==> config.mk <==
export PLATFORM = sky130hd
export DESIGN_NAME = serial_bus_master_port
export DESIGN_NICKNAME = d
export VERILOG_FILES = /design/src/rtl/serial_bus_master_port.sv
export SDC_FILE = /design/constraint.sdc
export NUM_CORES = 1
export LEC_CHECK = 0
export ABC_AREA = 1
export CAP_MARGIN = 20
export CORE_ASPECT_RATIO = 1.5
export CORE_UTILIZATION = 38
export CTS_CLUSTER_DIAMETER = 80
export CTS_CLUSTER_SIZE = 25
export DETAILED_ROUTE_END_ITERATION = 10
export DONT_BUFFER_PORTS = 1
export PLACE_DENSITY = 0.57
export SLEW_MARGIN = 10
export SYNTH_ARGS = -nofsm -noshare
export SYNTH_HDL_FRONTEND = slang
export SYNTH_SLANG_ARGS = --single-unit
export TNS_END_PERCENT = 10
==> constraint.sdc <==
create_clock -name clk -period 1.8 [get_ports clk]
set_input_delay 0.18 -clock clk [delete_from_list [all_inputs] [get_ports clk]]
set_output_delay 0.18 -clock clk [all_outputs]
set_load 0.005 [all_outputs]
==> src/rtl/serial_bus_master_port.sv <==
// Master side of the single-wire serial bus: requests the slave, waits for its ready reply,
// then shifts address, mode and write data out (or read data in), all LSB first.
module serial_bus_master_port #(
  parameter int ADDR_W  = 12,
  parameter int DATA_W  = 8,
  parameter int GUARD   = 4,
  parameter int TIMEOUT = 1024
) (
  input  logic              clk,
  input  logic              rstn,
  input  logic              i_req_valid,
  output logic              o_req_ready,
  input  logic              i_req_write,
  input  logic [ADDR_W-1:0] i_req_addr,
  input  logic [DATA_W-1:0] i_req_wdata,
  output logic              o_rsp_valid,
  output logic [DATA_W-1:0] o_rsp_rdata,
  output logic              o_rsp_err,
  output logic              o_bus_tx,
  input  logic              i_bus_rx,
  output logic [3:0]        o_state
);

  localparam int CNT_MAX = (ADDR_W > TIMEOUT) ? ADDR_W : TIMEOUT;
  localparam int CNT_W   = $clog2(CNT_MAX + 1);

  typedef enum logic [3:0] {
    S_IDLE  = 4'd0,
    S_REQ   = 4'd1,
    S_GUARD = 4'd2,
    S_ADDR  = 4'd3,
    S_MODE  = 4'd4,
    S_WDATA = 4'd5,
    S_RDATA = 4'd6,
    S_DONE  = 4'd7
  } state_t;

  state_t              r_state, w_state_next;
  logic [CNT_W-1:0]    r_cnt, w_cnt_next;
  logic                r_write, w_write_next;
  logic [ADDR_W-1:0]   r_addr, w_addr_next;
  logic [DATA_W-1:0]   r_data, w_data_next;
  logic                r_bus_tx, w_bus_tx_next;
  logic                r_req_ready, w_req_ready_next;
  logic                r_rsp_valid, w_rsp_valid_next;
  logic [DATA_W-1:0]   r_rsp_rdata, w_rsp_rdata_next;
  logic                r_rsp_err, w_rsp_err_next;

  // Every output is registered, so bus_tx is computed one cycle ahead of the phase it belongs to.
  always_comb begin
    w_state_next     = r_state;
    w_cnt_next       = r_cnt;
    w_write_next     = r_write;
    w_addr_next      = r_addr;
    w_data_next      = r_data;
    w_bus_tx_next    = 1'b1;
    w_rsp_valid_next = 1'b0;
    w_rsp_rdata_next = r_rsp_rdata;
    w_rsp_err_next   = r_rsp_err;
    case (r_state)
      S_IDLE: begin
        if (i_req_valid) begin
          w_state_next  = S_REQ;
          w_cnt_next    = '0;
          w_write_next  = i_req_write;
          w_addr_next   = i_req_addr;
          w_data_next   = i_req_wdata;
          w_bus_tx_next = 1'b0;
        end
      end
      S_REQ: begin
        if (!i_bus_rx) begin
          w_state_next = S_GUARD;
          w_cnt_next   = '0;
        end else if (r_cnt == CNT_W'(TIMEOUT - 1)) begin
          w_state_next     = S_DONE;
          w_rsp_valid_next = 1'b1;
          w_rsp_rdata_next = '0;
          w_rsp_err_next   = 1'b1;
        end else begin
          w_cnt_next    = r_cnt + 1'b1;
          w_bus_tx_next = 1'b0;
        end
      end
      S_GUARD: begin
        if (r_cnt == CNT_W'(GUARD - 2)) begin
          w_state_next  = S_ADDR;
          w_cnt_next    = '0;
          w_bus_tx_next = r_addr[0];
          w_addr_next   = r_addr >> 1;
        end else begin
          w_cnt_next = r_cnt + 1'b1;
        end
      end
      S_ADDR: begin
        if (r_cnt == CNT_W'(ADDR_W - 1)) begin
          w_state_next  = S_MODE;
          w_bus_tx_next = r_write;
        end else begin
          w_cnt_next    = r_cnt + 1'b1;
          w_bus_tx_next = r_addr[0];
          w_addr_next   = r_addr >> 1;
        end
      end
      S_MODE: begin
        w_cnt_next = '0;
        if (r_write) begin
          w_state_next  = S_WDATA;
          w_bus_tx_next = r_data[0];
          w_data_next   = r_data >> 1;
        end else begin
          w_state_next = S_RDATA;
        end
      end
      S_WDATA: begin
        // One extra idle-high bit time after the last data bit lets the slave return to idle.
        if (r_cnt == CNT_W'(DATA_W)) begin
          w_state_next     = S_DONE;
          w_rsp_valid_next = 1'b1;
          w_rsp_rdata_next = '0;
          w_rsp_err_next   = 1'b0;
        end else begin
          w_cnt_next = r_cnt + 1'b1;
          if (r_cnt != CNT_W'(DATA_W - 1)) begin
            w_bus_tx_next = r_data[0];
            w_data_next   = r_data >> 1;
          end
        end
      end
      S_RDATA: begin
        // The slave's first data bit arrives one cycle after the turnaround cycle.
        if (r_cnt == CNT_W'(DATA_W)) begin
          w_state_next     = S_DONE;
          w_rsp_valid_next = 1'b1;
          w_rsp_rdata_next = {i_bus_rx, r_data[DATA_W-1:1]};
          w_rsp_err_next   = 1'b0;
        end else begin
          w_cnt_next = r_cnt + 1'b1;
          if (r_cnt != '0) w_data_next = {i_bus_rx, r_data[DATA_W-1:1]};
        end
      end
      S_DONE:  w_state_next = S_IDLE;
      default: w_state_next = S_IDLE;
    endcase
    w_req_ready_next = (w_state_next == S_IDLE);
  end

  always_ff @(posedge clk or negedge rstn) begin
    if (!rstn) begin
      r_state     <= S_IDLE;
      r_cnt       <= '0;
      r_write     <= 1'b0;
      r_addr      <= '0;
      r_data      <= '0;
      r_bus_tx    <= 1'b1;
      r_req_ready <= 1'b1;
      r_rsp_valid <= 1'b0;
      r_rsp_rdata <= '0;
      r_rsp_err   <= 1'b0;
    end else begin
      r_state     <= w_state_next;
      r_cnt       <= w_cnt_next;
      r_write     <= w_write_next;
      r_addr      <= w_addr_next;
      r_data      <= w_data_next;
      r_bus_tx    <= w_bus_tx_next;
      r_req_ready <= w_req_ready_next;
      r_rsp_valid <= w_rsp_valid_next;
      r_rsp_rdata <= w_rsp_rdata_next;
      r_rsp_err   <= w_rsp_err_next;
    end
  end

  assign o_req_ready = r_req_ready;
  assign o_rsp_valid = r_rsp_valid;
  assign o_rsp_rdata = r_rsp_rdata;
  assign o_rsp_err   = r_rsp_err;
  assign o_bus_tx    = r_bus_tx;
  assign o_state     = r_state;

endmodule
## After elaboration in Yosys (flattened, before gate mapping)

Index checks and enable logic that the tools add are counted.

| word-level totals | value |
|---|---|
| flip-flop bits (word level) | 48 |
| input bits | 25 |
| output and inout port bits | 16 |
| word-level logic and storage cells | 99 |

| cells by class | value |
|---|---|
| add/sub/neg operators | 1 |
| equal/unequal tests | 26 |
| multiplexer cells | 47 |
| reductions and logical operators | 15 |

Operator list:

| operator | count |
|---|---|
| 8-bit 2-to-1 mux | 10 |
| 11-bit 2-to-1 mux | 6 |
| 11-bit one-hot mux with 6 select lines | 1 |
| 12-bit 2-to-1 mux | 3 |
| 12-bit one-hot mux with 3 select lines | 1 |
| 8-bit one-hot mux with 4 select lines | 1 |
| 2-bit inequality test (second input constant) | 13 |
| 4-bit 2-to-1 mux | 6 |
| 4-bit one-hot mux with 6 select lines | 1 |
| 8-bit one-hot mux with 3 select lines | 1 |
| 11-bit by 4-bit == test with 1-bit output (second input constant) | 2 |
| 1-bit 2-to-1 mux | 13 |
| 4-bit by 3-bit == test with 1-bit output (second input constant) | 3 |
| 11-bit by 1-bit adder with 11-bit output (second input constant) | 1 |
| 11-bit by 10-bit == test with 1-bit output (second input constant) | 1 |
| 11-bit by 2-bit == test with 1-bit output (second input constant) | 1 |
| 11-bit by 3-bit inequality test with 1-bit output (second input constant) | 1 |
| 11-bit nonzero test | 1 |
| 5-bit AND reduction | 2 |
| 4-bit by 2-bit == test with 1-bit output (second input constant) | 2 |
| 4-bit zero test | 2 |
| 4-bit AND reduction | 2 |
| 7-bit AND reduction | 1 |
| 1-bit one-hot mux with 6 select lines | 1 |
| 11 further kinds | 13 |

## Depth between registers and ports, before layout

Gate-level depths: netlist of the first run.

| logic depth | value |
|---|---|
| word-level depth | 5 |
| mapped depth | 13 |
| depth with buffers taken out | 11 |

## Worst setup path before layout of the first run

No wires, ideal clock.

| timing | value |
|---|---|
| kind | reg2reg |
| start point | reg r_cnt[0] |
| end point | reg r_cnt[0] |
| setup time | 117 ps |
| data arrival time | 1,572 ps |
| data required time | 1,683 ps |
| path slack | 111 ps |
| cell stages (with the launch flop) | 14 |
| path buffers | 3 |
| period minus slack after synthesis | 1,689 ps |
| cells stage by stage | dfrtp_1 -> ha_1 -> buf_4 -> nand2_2 -> nor2_4 -> nand2_1 -> nor2_1 -> nand2_1 -> nand2_2 -> buf_6 -> nor2_4 -> buf_6 -> nand2_1 -> nand2_1 |

| on the way | value |
|---|---|
| cells in the longest elaborated chain, start to end | 4 |
| elaborated cells between the ends (all ways) | 15 |
| those cells by class | add/sub: 1; eq/ne: 7; mux: 6; reduce/logical: 1 |

RTL lines:

| item | RTL line | RTL |
|---|---|---|
| start: declaration | 39 | `logic [CNT_W-1:0] r_cnt, w_cnt_next;` |
| start signal: assignment | 162 | `r_cnt <= w_cnt_next;` |
| 11-bit by 1-bit adder with 11-bit output | - |  |
| 11-bit 2-to-1 mux | 75 | `end else if (r_cnt == CNT_W'(TIMEOUT - 1)) begin` |
| 11-bit 2-to-1 mux | 72 | `if (!i_bus_rx) begin` |
| 11-bit one-hot mux with 6 select lines | 60 | `case (r_state)` |

Several ways; a longest one is shown, not always the timed one. The select of a mux whose other input is x is not followed.
A chain may end at the register's enable or synchronous reset.

## Worst setup path in the final report of the first run

| timing | value |
|---|---|
| start point | reg r_cnt[5] |
| end point | reg r_cnt[10] |

Same word-level chain as after synthesis.

==> implementation parameters, run 1 <==
Parameter                              Value

Cells and area
  Fill count    749
  Count of inserted antenna diode cells    0
  Layout cell share with drive strength beyond 1    0.189
  Most common cell after layout, fill and taps aside    sky130_fd_sc_hd__nand2_1
  Synth-to-Final Area Change    16.7%
  Most frequent cells in the layout    sky130_fd_sc_hd__nand2_1, sky130_fd_sc_hd__dfrtp_1, sky130_fd_sc_hd__nand3_1
  Net count, final    440

Route
  Routed wire per std cell    14.5 um
  Number of detailed-route iterations in the first pass    4
  Drt first-iter violations    124
  Vias    2,550
  Total length of routed wires    7420 um
  Average vias per placed instance    4.97
  Drc violations    0
  Number of nets with antenna violations after routing    0

Worst setup path
  Worst-path maximum fanout    11
  Kind of critical path    flip-flop to flip-flop
  Category of the worst setup path launch point    flip-flop
  Crit path DAT    1.88 ns
  Cells along the critical path    nor2_1 -> nand3_2 -> nor2_4 -> nand3_2 -> nand3_2 -> nor2_4 -> buf_12 -> nand2_1 -> nand2_1
  Slowest cell on crit path    sky130_fd_sc_hd__dfrtp_2
  Biggest cell delay along the critical path    0.47 ns
  Worst Path Buf+Inv    1
  WP data required    2.00 ns
  Gate family responsible for the most delay along the worst path    simple AND/OR/NAND/NOR gates
  Endpoint type of the worst setup path    flip-flop
  CP dominant cell by count    sky130_fd_sc_hd__nand3_2

STA
  Final WS setup    0.120 ns
  Highest attainable clock frequency    595 MHz
  Setup repair after global routing missed its margin    false
  Min Tclk post-route    1.68 ns
  Final clock period utilization by the worst path    0.933
  Endpoints failing hold    0
  Final setup TNS    0 ns
  Number of pins with negative max-slew slack in the final report    0
  Final setup violation count    0
  Skew final    0.00459 ns

Logic synthesis
  Combined area of all synthesized cells    2860 sq um
  Synth Net Count    416
  Synth Area per Inst    7.38 sq um
  Distinct cell type count of the synthesized netlist    32
  Number of warnings reported in the yosys synthesis log    0
  Portion of the post-synthesis area used by sequential elements    0.420
  Seq cells post-synth    48
  Gate count of the mapped netlist    388

Global route
  Overflow left after global routing    0
  Overall Global Routing Usage    0.199
  Via count of the first global-routing pass    2,541
  Initial antenna violation count    0
  First-pass GRT wire length    12,000 um
  Largest net degree at the start of global routing    49

Status
  Status    finished, final reports clean

Power
  Power density over the cells    799 nW/um^2
  Post-route total power    2.67 mW
  Peak supply drop    0.561 mV
  Leakage power    1.78 nW

Floorplanning
  Vertical die dimension    108 um
  Initial core utilization    0.394
  Core Area    7270 sq um
  Die span in x    72.9 um
  I/O pin cnt    41
  Total die area    7890 sq um
  Site Rows    38

Placement
  Routability Congestion    0.878
  Worst-case setup slack after placement    0.0535 ns
  Count of input and output buffers    0
  Post-DP HPWL    5470 um

Clock tree
  Register clock-pin slew on the reported worst setup and hold paths    0.09 ns
  TritonCTS buffer count    5
  TritonCTS sink count    48
  Clock root cell    sky130_fd_sc_hd__clkbuf_8
  Number of buffers on the longest clock path    2
  Htree depth    2
  TritonCTS clock tree    built
  Clock latency on the worst-skew pair    0.30 ns

Min path
  Hold crit path type    primary input to flip-flop

Run
  Max-cap viol count    0
timing repair:
action | 4_1_cts | 5_1_grt
endpoints found under the hold margin | 48 | 0
setup endpoints to repair | 0 | 40
hold buffers | 2 | 0
buffers inserted | 0 | 4
resized for setup | 0 | 14
final cells by class:
class                   instances  area [sq um]  share of cell area
clock buffers                   6          82.6              0.0247
multi-input cells             294          1490               0.446
well taps                     100           125              0.0374
clock inverters                 2          38.8              0.0116
inverters                      34           130              0.0389
repair buffers                 29           265              0.0794
flip-flops and latches         48          1210               0.362
cells by family (layout without fill, tap and decap cells):
logic type,Yosys count,in the layout,synth area share
simple gates,244,244,0.379
flops,48,48,0.420
buf+inv,46,71,0.0739
compound gates,31,31,0.0603
mux,12,12,0.0424
fa+ha+maj,3,3,0.0131
xor+xnor,3,3,0.00918
other cells,1,1,0.00131
layer usage:
metal  up-vias  track usage  routed length, um
li1       1290            -                  -
met1      1192        0.222               3070
met5         -            0                  0
met2        51        0.362               3910
met4         0       0.0896                187
met3        17       0.0345                254
through the flow:
stage	utilization	area (sq um)	hold WS, ns	instances
floorplan	-	2860	-0.116	388
global placement	0.426	3100	-0.113	499
detailed placement	0.426	3100	-0.114	499
CTS	0.448	3260	0.00725	509
global route	0.459	3340	0.00494	513
finish	0.459	3340	0.0187	513
synth_stat cells:
| cell | n | share of area |
|---|---|---|
| sky130_fd_sc_hd__nor3_1 | 5 | 0.0087 |
| sky130_fd_sc_hd__nand3b_1 | 3 | 0.0079 |
| sky130_fd_sc_hd__nor2_4 | 3 | 0.012 |
| sky130_fd_sc_hd__o211ai_1 | 3 | 0.0079 |
| sky130_fd_sc_hd__mux2_2 | 1 | 0.0039 |
| sky130_fd_sc_hd__buf_4 | 5 | 0.013 |
| sky130_fd_sc_hd__nand3_1 | 35 | 0.061 |
| sky130_fd_sc_hd__nor3_2 | 1 | 0.0035 |
| sky130_fd_sc_hd__inv_2 | 12 | 0.016 |
| sky130_fd_sc_hd__buf_6 | 2 | 0.0079 |
| sky130_fd_sc_hd__buf_2 | 4 | 0.0070 |
| sky130_fd_sc_hd__dfrtp_1 | 46 | 0.40 |
| sky130_fd_sc_hd__nand2_2 | 6 | 0.013 |
| sky130_fd_sc_hd__mux2i_1 | 11 | 0.038 |
| sky130_fd_sc_hd__o31ai_1 | 1 | 0.0026 |
| sky130_fd_sc_hd__inv_1 | 22 | 0.029 |
| sky130_fd_sc_hd__nand3b_4 | 1 | 0.0070 |
| sky130_fd_sc_hd__nor2_1 | 21 | 0.028 |
| sky130_fd_sc_hd__nor3b_1 | 1 | 0.0026 |
| sky130_fd_sc_hd__o21ai_1 | 13 | 0.023 |
| sky130_fd_sc_hd__nand2_1 | 153 | 0.20 |
| sky130_fd_sc_hd__o21ai_0 | 7 | 0.012 |
| sky130_fd_sc_hd__ha_1 | 3 | 0.013 |
| sky130_fd_sc_hd__nand3_2 | 2 | 0.0070 |
| sky130_fd_sc_hd__nand4_1 | 10 | 0.022 |
| sky130_fd_sc_hd__dfstp_2 | 2 | 0.018 |
| sky130_fd_sc_hd__xor2_1 | 3 | 0.0092 |
| sky130_fd_sc_hd__nor2_2 | 3 | 0.0066 |
| sky130_fd_sc_hd__a21oi_1 | 5 | 0.0087 |
| sky130_fd_sc_hd__conb_1 | 1 | 0.0013 |
| sky130_fd_sc_hd__o21ai_2 | 2 | 0.0061 |
| sky130_fd_sc_hd__clkbuf_1 | 1 | 0.0013 |
final timing paths:
path | start | endpoint | slack (ns) | cells after the start
min | i_bus_rx | o_state[0]$_DFF_PN0_ | 0.02 | 2
max reg2reg | r_cnt[5]$_DFFE_PN0P_ | r_cnt[10]$_DFFE_PN0P_ | 0.12 | 9
max in group asynchronous | rstn | o_req_ready$_DFF_PN1_ | 1.12 | 2
min reg2reg | r_data[0]$_DFFE_PN0P_ | r_data[0]$_DFFE_PN0P_ | 0.47 | 2
min in group asynchronous | rstn | r_write$_DFFE_PN0P_ | 0.38 | 2
max | r_cnt[5]$_DFFE_PN0P_ | r_cnt[10]$_DFFE_PN0P_ | 0.12 | 9
where the power goes:
part / leakage [nW] / internal [mW] / switching (mW)
logic: 1.10 / 0.194 / 0.278
clock network: 0.0614 / 0.455 / 0.388
registers: 0.612 / 1.24 / 0.113
registers in the layout (all words and copies together), names as in the netlist:
signal	cells
r_addr	12
o_bus_tx	1
o_req_ready	1
o_state	4
r_write	1
r_cnt	11
o_rsp_err	1
o_rsp_rdata	8
r_data	8
o_rsp_valid	1
worst reg2reg max path, delay by kind of cell, from the launching register on:
family                 cells  cell delay [ns]
DFF                        1             0.47
buffers and inverters      1             0.14
and+or+nand+nor            8             0.97
Power figures use the tool's default switching activity.
==> inputs of run 2 (changes only) <==
--- a/config.mk
+++ b/config.mk
@@ -8,12 +8,13 @@
 export ABC_AREA = 1
 export CAP_MARGIN = 20
 export CORE_ASPECT_RATIO = 1.5
+export CORE_MARGIN = 1
 export CORE_UTILIZATION = 38
 export CTS_CLUSTER_DIAMETER = 80
 export CTS_CLUSTER_SIZE = 25
 export DETAILED_ROUTE_END_ITERATION = 10
 export DONT_BUFFER_PORTS = 1
-export PLACE_DENSITY = 0.57
+export PLACE_DENSITY = 0.55
 export SLEW_MARGIN = 10
 export SYNTH_ARGS = -nofsm -noshare
 export SYNTH_HDL_FRONTEND = slang
==> constraint.sdc (replaced) <==
create_clock -name clk -period 1.9 [get_ports clk]
set_input_delay 0.19 -clock clk [delete_from_list [all_inputs] [get_ports clk]]
set_output_delay 0.19 -clock clk [all_outputs]
set_load 0.005 [all_outputs]
==> implementation parameters, run 2 (synthesis gave the netlist of run 1 again) <==
Parameter                              Value

Global route
  Initial antenna violation count    0 (unchanged)
  First-pass GRT wire length    11,900 um (-0.64%)
  Via count of the first global-routing pass    2,556 (+0.59%)
  Largest net degree at the start of global routing    49 (unchanged)
  Overall Global Routing Usage    0.198 (-0.00117)
  Overflow left after global routing    0 (unchanged)

Clock tree
  Htree depth    2 (unchanged)
  TritonCTS sink count    48 (unchanged)
  Clock latency on the worst-skew pair    0.31 ns (about the same)
  Number of buffers on the longest clock path    2 (unchanged)
  TritonCTS buffer count    5 (unchanged)
  Clock root cell    sky130_fd_sc_hd__clkbuf_8
  Register clock-pin slew on the reported worst setup and hold paths    0.09 ns (about the same)
  TritonCTS clock tree    built

Cells and area
  Post-Route Utilization    0.435 (-0.0248)
  Registers with the most flip-flops    r_addr: 12 flops, r_cnt: 11 flops
  Final instance area    3160 sq um (-5.4%)
  Synth-to-Final Area Change    10.4%
  Count of inserted antenna diode cells    0 (unchanged)
  Fill count    771 (+2.9%)
  Largest register FFs    12 (unchanged)
  Layout cell share with drive strength beyond 1    0.137 (-0.0517)
  Most common cell after layout, fill and taps aside    sky130_fd_sc_hd__nand2_1
  Register containing the most flip-flops in the final layout    r_addr
  Most frequent cells in the layout    sky130_fd_sc_hd__nand2_1, sky130_fd_sc_hd__dfrtp_1, sky130_fd_sc_hd__nand3_1
  Non-filler cells in the finished layout    501 (-2.3%)
  Net count, final    428 (-2.7%)

Floorplanning
  I/O pin cnt    41 (unchanged)
  Vertical die dimension    108 um (unchanged)
  Core Area    7270 sq um (unchanged)
  Die span in x    72.9 um (unchanged)
  Initial core utilization    0.394 (unchanged)
  Site Rows    38 (unchanged)
  Total die area    7890 sq um (unchanged)

Worst setup path
  Endpoint type of the worst setup path    flip-flop
  Register-to-register setup slack    0.18 ns (+0.06 ns)
  Source of the worst register-to-register timing path    r_cnt[1]$_DFFE_PN0P_
  FF-to-FF path depth    9 (unchanged)
  Kind of critical path    flip-flop to flip-flop
  WP data required    2.10 ns (+0.10 ns)
  Biggest cell delay along the critical path    0.41 ns (-0.06 ns)
  Destination of the worst register-to-register timing path    r_data[7]$_DFFE_PN0P_
  Worst-path maximum fanout    8 (-3)
  Cells along the critical path    buf_4 -> inv_1 -> ha_1 -> nand3_1 -> o21ai_0 -> nand3_1 -> nand4_1 -> nand2_1 -> nand2_1
  Slowest cell on crit path    sky130_fd_sc_hd__dfrtp_1
  Crit path DAT    1.92 ns (+0.04 ns)
  Category of the worst setup path launch point    flip-flop

Run
  Max-cap viol count    0 (unchanged)

Route
  Drc violations    0 (unchanged)
  Average vias per placed instance    5.02 (+0.95%)
  Vias    2,514 (-1.4%)
  Drt first-iter violations    118 (-4.8%)
  Number of nets with antenna violations after routing    0 (unchanged)
  Routed wire per std cell    13.7 um (-5.1%)
  Number of detailed-route iterations in the first pass    4 (unchanged)
  Total length of routed wires    6880 um (-7.3%)

Placement
  Placed cell count    490 (-1.8%)
  Routability Congestion    0.859 (-2.2%)
  Post-DP HPWL    5090 um (-6.9%)
  Worst-case setup slack after placement    0.110 ns (+0.0563 ns)
  Post-place instance area    3010 sq um (-3.0%)
  Count of input and output buffers    0 (unchanged)

STA
  Endpoints failing hold    0 (unchanged)
  Final setup TNS    0 ns (unchanged)
  Final setup violation count    0 (unchanged)
  Skew final    0.00658 ns (+0.00199 ns)
  Number of pins with negative max-slew slack in the final report    0 (unchanged)
  Final clock period utilization by the worst path    0.908 (-0.0258)
  Highest attainable clock frequency    580 MHz (-2.6%)
  Min Tclk post-route    1.72 ns (+0.0442 ns)
  Hold Slack    0.0309 ns (+0.0122 ns)
  Final WS setup    0.176 ns (+0.0558 ns)
  Setup repair after global routing missed its margin    false

Power
  Post-route total power    2.32 mW (-13%)
  Power density over the cells    733 nW/um^2 (-8.3%)
  Peak supply drop    0.613 mV (+9.2%)
  Leakage power    1.69 nW (-4.9%)

Min path
  Capture endpoint of the worst hold path    r_addr[11]$_DFFE_PN0P_
  Number of cells on the worst hold path    2 (unchanged)
  Hold path startpoint    i_req_addr[11]
  Hold crit path type    primary input to flip-flop

Status
  Status    finished, final reports clean
[run 2: cell types whose count changed in the layout (fill, tap and decap cells not counted), sizes merged]
cell         before  now
buf              28   15
clkbuf            6    8
bufinv            1    0
clkinv            1    0
dlygate4sd3       1    2
[run 2: critical path, delay by kind of cell, from the launching register on]
family | cells | cell delay, ns
flip-flops | 1 | 0.41
adder cells (fa/ha/maj) | 1 | 0.19
buffers and inverters | 2 | 0.18
AO/OA/AOI/OAI | 1 | 0.10
AND/OR/NAND/NOR | 5 | 0.74
[run 2: worst max path at each step]
stage | from | end | slack [ns] | cells after the start
after floorplan | r_cnt[0]$_DFFE_PN0P_ | r_cnt[0]$_DFFE_PN0P_ | 0.21 | 13
after global placement | r_cnt[1]$_DFFE_PN0P_ | r_cnt[0]$_DFFE_PN0P_ | 0.14 | 11
after detailed placement | r_cnt[0]$_DFFE_PN0P_ | r_addr[1]$_DFFE_PN0P_ | 0.11 | 8
after CTS | r_cnt[0]$_DFFE_PN0P_ | r_addr[1]$_DFFE_PN0P_ | 0.08 | 8
after global routing | o_state[0]$_DFF_PN0_ | r_data[2]$_DFFE_PN0P_ | 0.006 | 8
final | r_cnt[1]$_DFFE_PN0P_ | r_data[7]$_DFFE_PN0P_ | 0.18 | 9
[run 2: timing repair]
| item | 4_1_cts | 5_1_grt |
|---|---|---|
| endpoints found under the setup margin | 0 | 13 |
| buffers inserted | 0 | 0 |
| endpoints found under the hold margin | 49 | 0 |
| hold buffers | 3 | 0 |
| gates resized for setup | 0 | 3 |
[run 2: area by class of cell]
class | count | area (sq um) | share of cell area
Tap cell | 100 | 125 | 0.0396
Timing Repair Buffer | 17 | 153 | 0.0483
Inverter | 34 | 128 | 0.0404
Multi-Input combinational cell | 294 | 1460 | 0.463
Sequential cell | 48 | 1200 | 0.381
Clock buffer | 8 | 90.1 | 0.0285
[run 2: routing by layer]
metal / up-vias / routed length (um) / GRT usage
met5: - / 0 / 0
met4: 0 / 226 / 0.0924
met3: 19 / 239 / 0.0382
met2: 47 / 3550 / 0.350
met1: 1179 / 2870 / 0.225
li1: 1269 / - / -
[run 2: power by group]
group,switching (mW),internal [mW]
sequential,0.111,1.18
clock,0.345,0.298
combinational,0.243,0.146
total,0.699,1.62
